===== config.mk =====
export PLATFORM = sky130hd
export DESIGN_NAME = tilt_move_gen
export DESIGN_NICKNAME = d
export VERILOG_FILES = /design/src/rtl/tilt_pkg.sv /design/src/rtl/tilt_axis.sv /design/src/rtl/tilt_move_gen.sv
export SDC_FILE = /design/constraint.sdc
export NUM_CORES = 1
export LEC_CHECK = 0
export ABC_AREA = 0
export BUFFER_PORTS_ARGS = -buffer_cell sky130_fd_sc_hd__clkbuf_2
export CAP_MARGIN = 20
export CORE_MARGIN = 8
export CORE_UTILIZATION = 30
export DETAILED_ROUTE_END_ITERATION = 6
export REMOVE_ABC_BUFFERS = 1
export SETUP_SLACK_MARGIN = 0.15
export SYNTH_ARGS = -nofsm -noshare
export SYNTH_HDL_FRONTEND = slang
export SYNTH_SLANG_ARGS = --single-unit

===== constraint.sdc =====
create_clock -name clk -period 7.36 [get_ports clk]
set_input_delay 1.472 -clock clk [delete_from_list [all_inputs] [get_ports clk]]
set_output_delay 1.472 -clock clk [all_outputs]
set_load 0.01 [all_outputs]

===== src/rtl/tilt_pkg.sv =====
// Shared constants and helpers for the tilt-to-movement path: move-vector bit
// positions, accumulator width and the sign-magnitude to signed conversion.
package tilt_pkg;

   localparam int MOVE_RIGHT = 3;
   localparam int MOVE_LEFT  = 2;
   localparam int MOVE_DOWN  = 1;
   localparam int MOVE_UP    = 0;

   localparam int ACC_W = 12;

   // Bit 8 set means positive tilt; bits [7:0] carry the magnitude.
   function automatic logic signed [9:0] sm_to_s10(input logic [8:0] v);
      logic signed [9:0] m;
      m = signed'({2'b00, v[7:0]});
      return v[8] ? m : -m;
   endfunction

endpackage


===== src/rtl/tilt_axis.sv =====
// One tilt axis: capture, optional 4-entry moving average (TILT_AVG_EN),
// dead zone and the tilt-proportional pulse accumulator.
module tilt_axis
   import tilt_pkg::*;
#(
   parameter int DEADZONE    = 16,
   parameter int STEP_THRESH = 256
) (
   input  logic               clk,
   input  logic               reset,
   input  logic               sample,
   input  logic               tick,
   input  logic               enable,
   input  logic [8:0]         accel,
   output logic signed [9:0]  avg,
   output logic               pulse_pos,
   output logic               pulse_neg
);

   localparam logic [9:0]       DZ = 10'(DEADZONE);
   localparam logic [ACC_W-1:0] TH = ACC_W'(STEP_THRESH);

   logic signed [9:0]  avg_q, avg_d;
   logic [ACC_W-1:0]   acc_q, acc_d;
   logic               sign_q, sign_d;
   logic signed [9:0]  cur;
   logic [9:0]         mag;
   logic               active;
   logic [ACC_W-1:0]   inc, base, sum;

`ifdef TILT_AVG_EN
   logic [3:0][9:0]    hist_q, hist_d;
   logic signed [11:0] sum4, avg_sh;

   function automatic logic signed [11:0] sx12(input logic [9:0] v);
      return signed'({{2{v[9]}}, v});
   endfunction
`endif

   assign cur    = sm_to_s10(accel);
   assign mag    = avg_q[9] ? 10'(-avg_q) : 10'(avg_q);
   assign active = enable && (mag >= DZ);
   assign inc    = ACC_W'(mag - DZ);

   always_comb begin
      avg_d     = avg_q;
      acc_d     = acc_q;
      sign_d    = sign_q;
      pulse_pos = 1'b0;
      pulse_neg = 1'b0;
      base      = '0;
      sum       = '0;
`ifdef TILT_AVG_EN
      hist_d = hist_q;
      sum4   = '0;
      avg_sh = '0;
      if (sample) begin
         hist_d = {hist_q[2:0], cur};
         sum4   = sx12(hist_d[0]) + sx12(hist_d[1]) + sx12(hist_d[2]) + sx12(hist_d[3]);
         avg_sh = sum4 >>> 2;
         avg_d  = avg_sh[9:0];
      end
`else
      if (sample) avg_d = cur;
`endif
      // Tick uses avg_q, i.e. the average registered before any same-cycle sample.
      if (!active) begin
         acc_d = '0;
      end else if (tick) begin
         // The stored sign tracks the last accumulation so a reversal restarts from zero.
         base   = (avg_q[9] != sign_q) ? '0 : acc_q;
         sum    = base + inc;
         sign_d = avg_q[9];
         if (sum >= TH) begin
            acc_d     = sum - TH;
            pulse_pos = ~avg_q[9];
            pulse_neg = avg_q[9];
         end else begin
            acc_d = sum;
         end
      end
   end

   always_ff @(posedge clk or posedge reset) begin
      if (reset) begin
         avg_q  <= '0;
         acc_q  <= '0;
         sign_q <= 1'b0;
`ifdef TILT_AVG_EN
         hist_q <= '0;
`endif
      end else begin
         avg_q  <= avg_d;
         acc_q  <= acc_d;
         sign_q <= sign_d;
`ifdef TILT_AVG_EN
         hist_q <= hist_d;
`endif
      end
   end

   assign avg = avg_q;

endmodule


===== src/rtl/tilt_move_gen.sv =====
// Tilt to ball-movement pulse generator: sample/tick strobes, two axis
// channels and the registered move vector. Averaging is enabled by TILT_AVG_EN.
module tilt_move_gen
   import tilt_pkg::*;
#(
   parameter int SAMPLE_DIV  = 100000,
   parameter int TICK_DIV    = 1111111,
   parameter int DEADZONE    = 16,
   parameter int STEP_THRESH = 256
) (
   input  logic              clk,
   input  logic              reset,
   input  logic [8:0]        accel_x,
   input  logic [8:0]        accel_y,
   input  logic              enable,
   output logic [3:0]        move,
   output logic signed [9:0] tilt_x_avg,
   output logic signed [9:0] tilt_y_avg
);

   localparam int SCW = (SAMPLE_DIV > 1) ? $clog2(SAMPLE_DIV) : 1;
   localparam int TCW = (TICK_DIV > 1) ? $clog2(TICK_DIV) : 1;

   logic [SCW-1:0] s_cnt_q, s_cnt_d;
   logic [TCW-1:0] t_cnt_q, t_cnt_d;
   logic [3:0]     move_q, move_d;
   logic           sample, tick;
   logic           x_pos, x_neg, y_pos, y_neg;

   assign sample = (s_cnt_q == SCW'(SAMPLE_DIV - 1));
   assign tick   = (t_cnt_q == TCW'(TICK_DIV - 1));

   always_comb begin
      s_cnt_d = sample ? '0 : s_cnt_q + 1'b1;
      t_cnt_d = tick   ? '0 : t_cnt_q + 1'b1;
      move_d  = '0;
      move_d[MOVE_RIGHT] = x_pos;
      move_d[MOVE_LEFT]  = x_neg;
      move_d[MOVE_UP]    = y_pos;
      move_d[MOVE_DOWN]  = y_neg;
   end

   always_ff @(posedge clk or posedge reset) begin
      if (reset) begin
         s_cnt_q <= '0;
         t_cnt_q <= '0;
         move_q  <= '0;
      end else begin
         s_cnt_q <= s_cnt_d;
         t_cnt_q <= t_cnt_d;
         move_q  <= move_d;
      end
   end

   tilt_axis #(.DEADZONE(DEADZONE), .STEP_THRESH(STEP_THRESH)) u_x (
      .clk(clk), .reset(reset), .sample(sample), .tick(tick), .enable(enable),
      .accel(accel_x), .avg(tilt_x_avg), .pulse_pos(x_pos), .pulse_neg(x_neg)
   );

   tilt_axis #(.DEADZONE(DEADZONE), .STEP_THRESH(STEP_THRESH)) u_y (
      .clk(clk), .reset(reset), .sample(sample), .tick(tick), .enable(enable),
      .accel(accel_y), .avg(tilt_y_avg), .pulse_pos(y_pos), .pulse_neg(y_neg)
   );

   assign move = move_q;

endmodule


==> metrics.txt <==
antenna violations before repair 0; Hold Crit Class flip-flop to flip-flop; Pwr per Cell Area 141.0 nW/µm²; register area share after synthesis a little over a third; Worst-Margin Slew 0.9976 ns; Detailed Route Iter0 Violations about 160; Initial Util 30.25%; post-route design area 7103 µm²; ratio of cells with drive above 1 in the final layout 12.29%; CTS Buf Count 9; TritonCTS clock tree done; I/O Buffers 44; largest cells by area after synthesis dfrtp_1, xnor2_1, ha_1, nor2_1, a21oi_1; number of synthesized register bits 88; Synth top cells by count dfrtp_1, nor2_1, nand2_1, xnor2_1, a21oi_1; drc violations 0; Row Count 53; CTS Sinks 88; status completed; Static Leak 3.047 nW; clock slew at reported path FFs roughly 0.070 ns; DRT Pass-1 Iters 4; CP arrival 6.09 ns; first-pass GRT wire length 23960 µm; htree depth 3; CP Launch Type flip-flop; Rel. slew slack 33.13%; Top FF cell, synth dfrtp_1; gr usage total 10.97%; fmax 0.1715 GHz; count leader, synth dfrtp_1; placed instance area 6782 µm²; final setup violation count 0; met1 Use GR ~14%; Post-synth EDFFs 0; critical path class flip-flop to flip-flop; vias in the first global route between 5000 and 6000; maxcap violations 0; Vias/cell 4.913; CP endpoint kind flip-flop; met3 usage 2.380%; dpl hpwl ~10000 µm; top-level port count 45; Remaining Overflow, GRT 0; Die ar. 25810 µm²; Min Clock Period, post-route 5.830 ns; Post-CTS Repair Setup Buffers 0; die height 160.7 µm; Max Slew Vio Count 0; syn avg cell area around 8.6 µm²; core area 20760 µm²; Worst VDD drop 101.2 µV; largest net degree at the start of global routing 69; Placer Congestion ~0.83; post-synthesis cell count 729; chip width 160.7 µm; crit path max fanout 7; Synth cell types 70; Layout area overhead 13.13%; part of the cycle the worst path needs 79.22%; Max Root-Sink Buffers 2; post-route setup TNS 0 ns; hold-fix buffers at CTS 0; WL per Instance roughly 13 µm; GRT met2 Usage 18.14%; RSZ-0062 raised after global routing no; Fillers 2130; ANT cells 0; share of the synthesized area in the top cell type 35.07%; Critical Path RT 7.62 ns; final wirelength about 14000 µm; clock latency on the worst-skew pair 0.34 ns; GR peak layer met2; Vias roughly 5100; Layout Skew 0.005417 ns; CTS-repair resized insts 0; synthesized cell area 6279 µm²; final hold vios 0; remaining antenna violation count 0; Root Buffer clkbuf_16; cell taking the most area after synthesis dfrtp_1; Yosys warnings 0; Final nets just over 800; ys async rst share 100.0%
## power by group
| part | total [mW] | switching [mW] | internal [mW] |
|---|---|---|---|
| Clock | 0.481 | 0.210 | 0.271 |
| Sequential | 0.483 | 0.0000000000000000665 | 0.483 |
| Combinational | 0.0376 | 0.0249 | 0.0127 |
## worst max-delay path: stages (launching register included)
cell	delay [ns]
dfrtp_1	0.47
or4_4	0.60
o21ai_0	0.21
xor2_1	0.10
ha_1	0.27
and4_1	0.21
a21oi_1	0.10
and3_1	0.27
o21bai_1	0.10
a22o_1	0.18
a21oi_1	0.17
xnor2_1	0.14
ha_1	0.29
nand2_1	0.12
inv_1	0.05
a31oi_1	0.25
xnor2_1	0.15
inv_1	0.11
ha_1	0.17
nand3_1	0.06
or3_1	0.31
o41ai_1	0.56
or3b_1	0.41
mux2_4	0.26
a211oi_2	0.21
## cells by family after synthesis
kind of cell | Yosys count | synth area share, %
xor+xnor | 82 | 11.44
buf+inv | 61 | 3.766
mux | 18 | 3.209
flops | 88 | 35.07
compound gates | 141 | 14.57
simple gates | 301 | 24.13
fa+ha+maj | 38 | 7.812
## metal layers
layer | routed length (µm) | vias up
met4 | 190 | 0
met1 | 6629 | 2421
li1 | - | 2615
met5 | 0 | -
met3 | 465 | 11
met2 | 6410 | 63
## cell type report
cell class              count  area (µm²)  area share (%)
repair buffers             52       280.3           3.946
multi-input cells         580        3851           54.22
clock inverters             7       88.84           1.251
flip-flops and latches     88        2202           31.00
clock buffers               9       225.2           3.171
well taps                 275       344.1           4.844
inverters                  29       111.4           1.568
## metrics by stage
step	worst slack, ns	power (mW)	util, %	hold slack [ns]	cells
finish	1.530	1.002	34.22	0.4776	1040
global route	0.9417	1.043	34.22	0.5129	1040
CTS	1.523	1.017	34.19	0.4817	1039
detailed placement	1.550	0.5317	32.67	0.4683	1023
global placement	1.766	0.5314	32.67	0.4651	1023
floorplan	1.982	0.5146	-	0.4465	697
## registers in the layout, indices dropped and copies added (netlist names)
| name | flops |
|---|---|
| t_cnt_q | 21 |
| s_cnt_q | 17 |
| u_x.acc_q | 12 |
| u_y.acc_q | 12 |
| u_x.avg | 10 |
| u_y.avg | 10 |
| move | 4 |
| u_x.sign_q | 1 |
| u_y.sign_q | 1 |
## layout by cell type (no fill, tap or decap), types with 3 or more instances in the layout
cell       count
or3_1         10
dfrtp_1       88
nor3b_1        5
o211ai_1       3
a211oi_1       9
nor3_1        17
a21oi_1       58
buf_4          8
and2_1        23
and3_1         9
nand4_1        8
ha_1          36
nand2b_1       6
nor2_1        86
nand3_1       27
nor4b_1        4
xor2_1        22
clkbuf_16      9
o31ai_1        6
xnor2_1       60
mux2i_1        7
o21ai_0       20
or4_1          5
clkbuf_2      44
o21bai_1       4
mux2_2         9
o21a_1         4
nand2_1       74
nor4_1         4
a21o_1         7
inv_1         28
nor2b_1        3
## final timing paths
path / slack [ns] / to / from / cells past startpoint
hold / removal: 0.48 / s_cnt_q[4] / s_cnt_q[4] / 1
max in group asynchronous: 5.16 / u_x.avg[7] / reset / 3
setup reg to reg: 1.53 / u_y.acc_q[11] / u_y.avg[3] / 24
hold reg to reg: 0.48 / s_cnt_q[4] / s_cnt_q[4] / 1
setup / recovery: 1.53 / u_y.acc_q[11] / u_y.avg[3] / 24
min in group asynchronous: 1.06 / u_y.acc_q[3] / reset / 2
(Power assumes the default switching activity.)
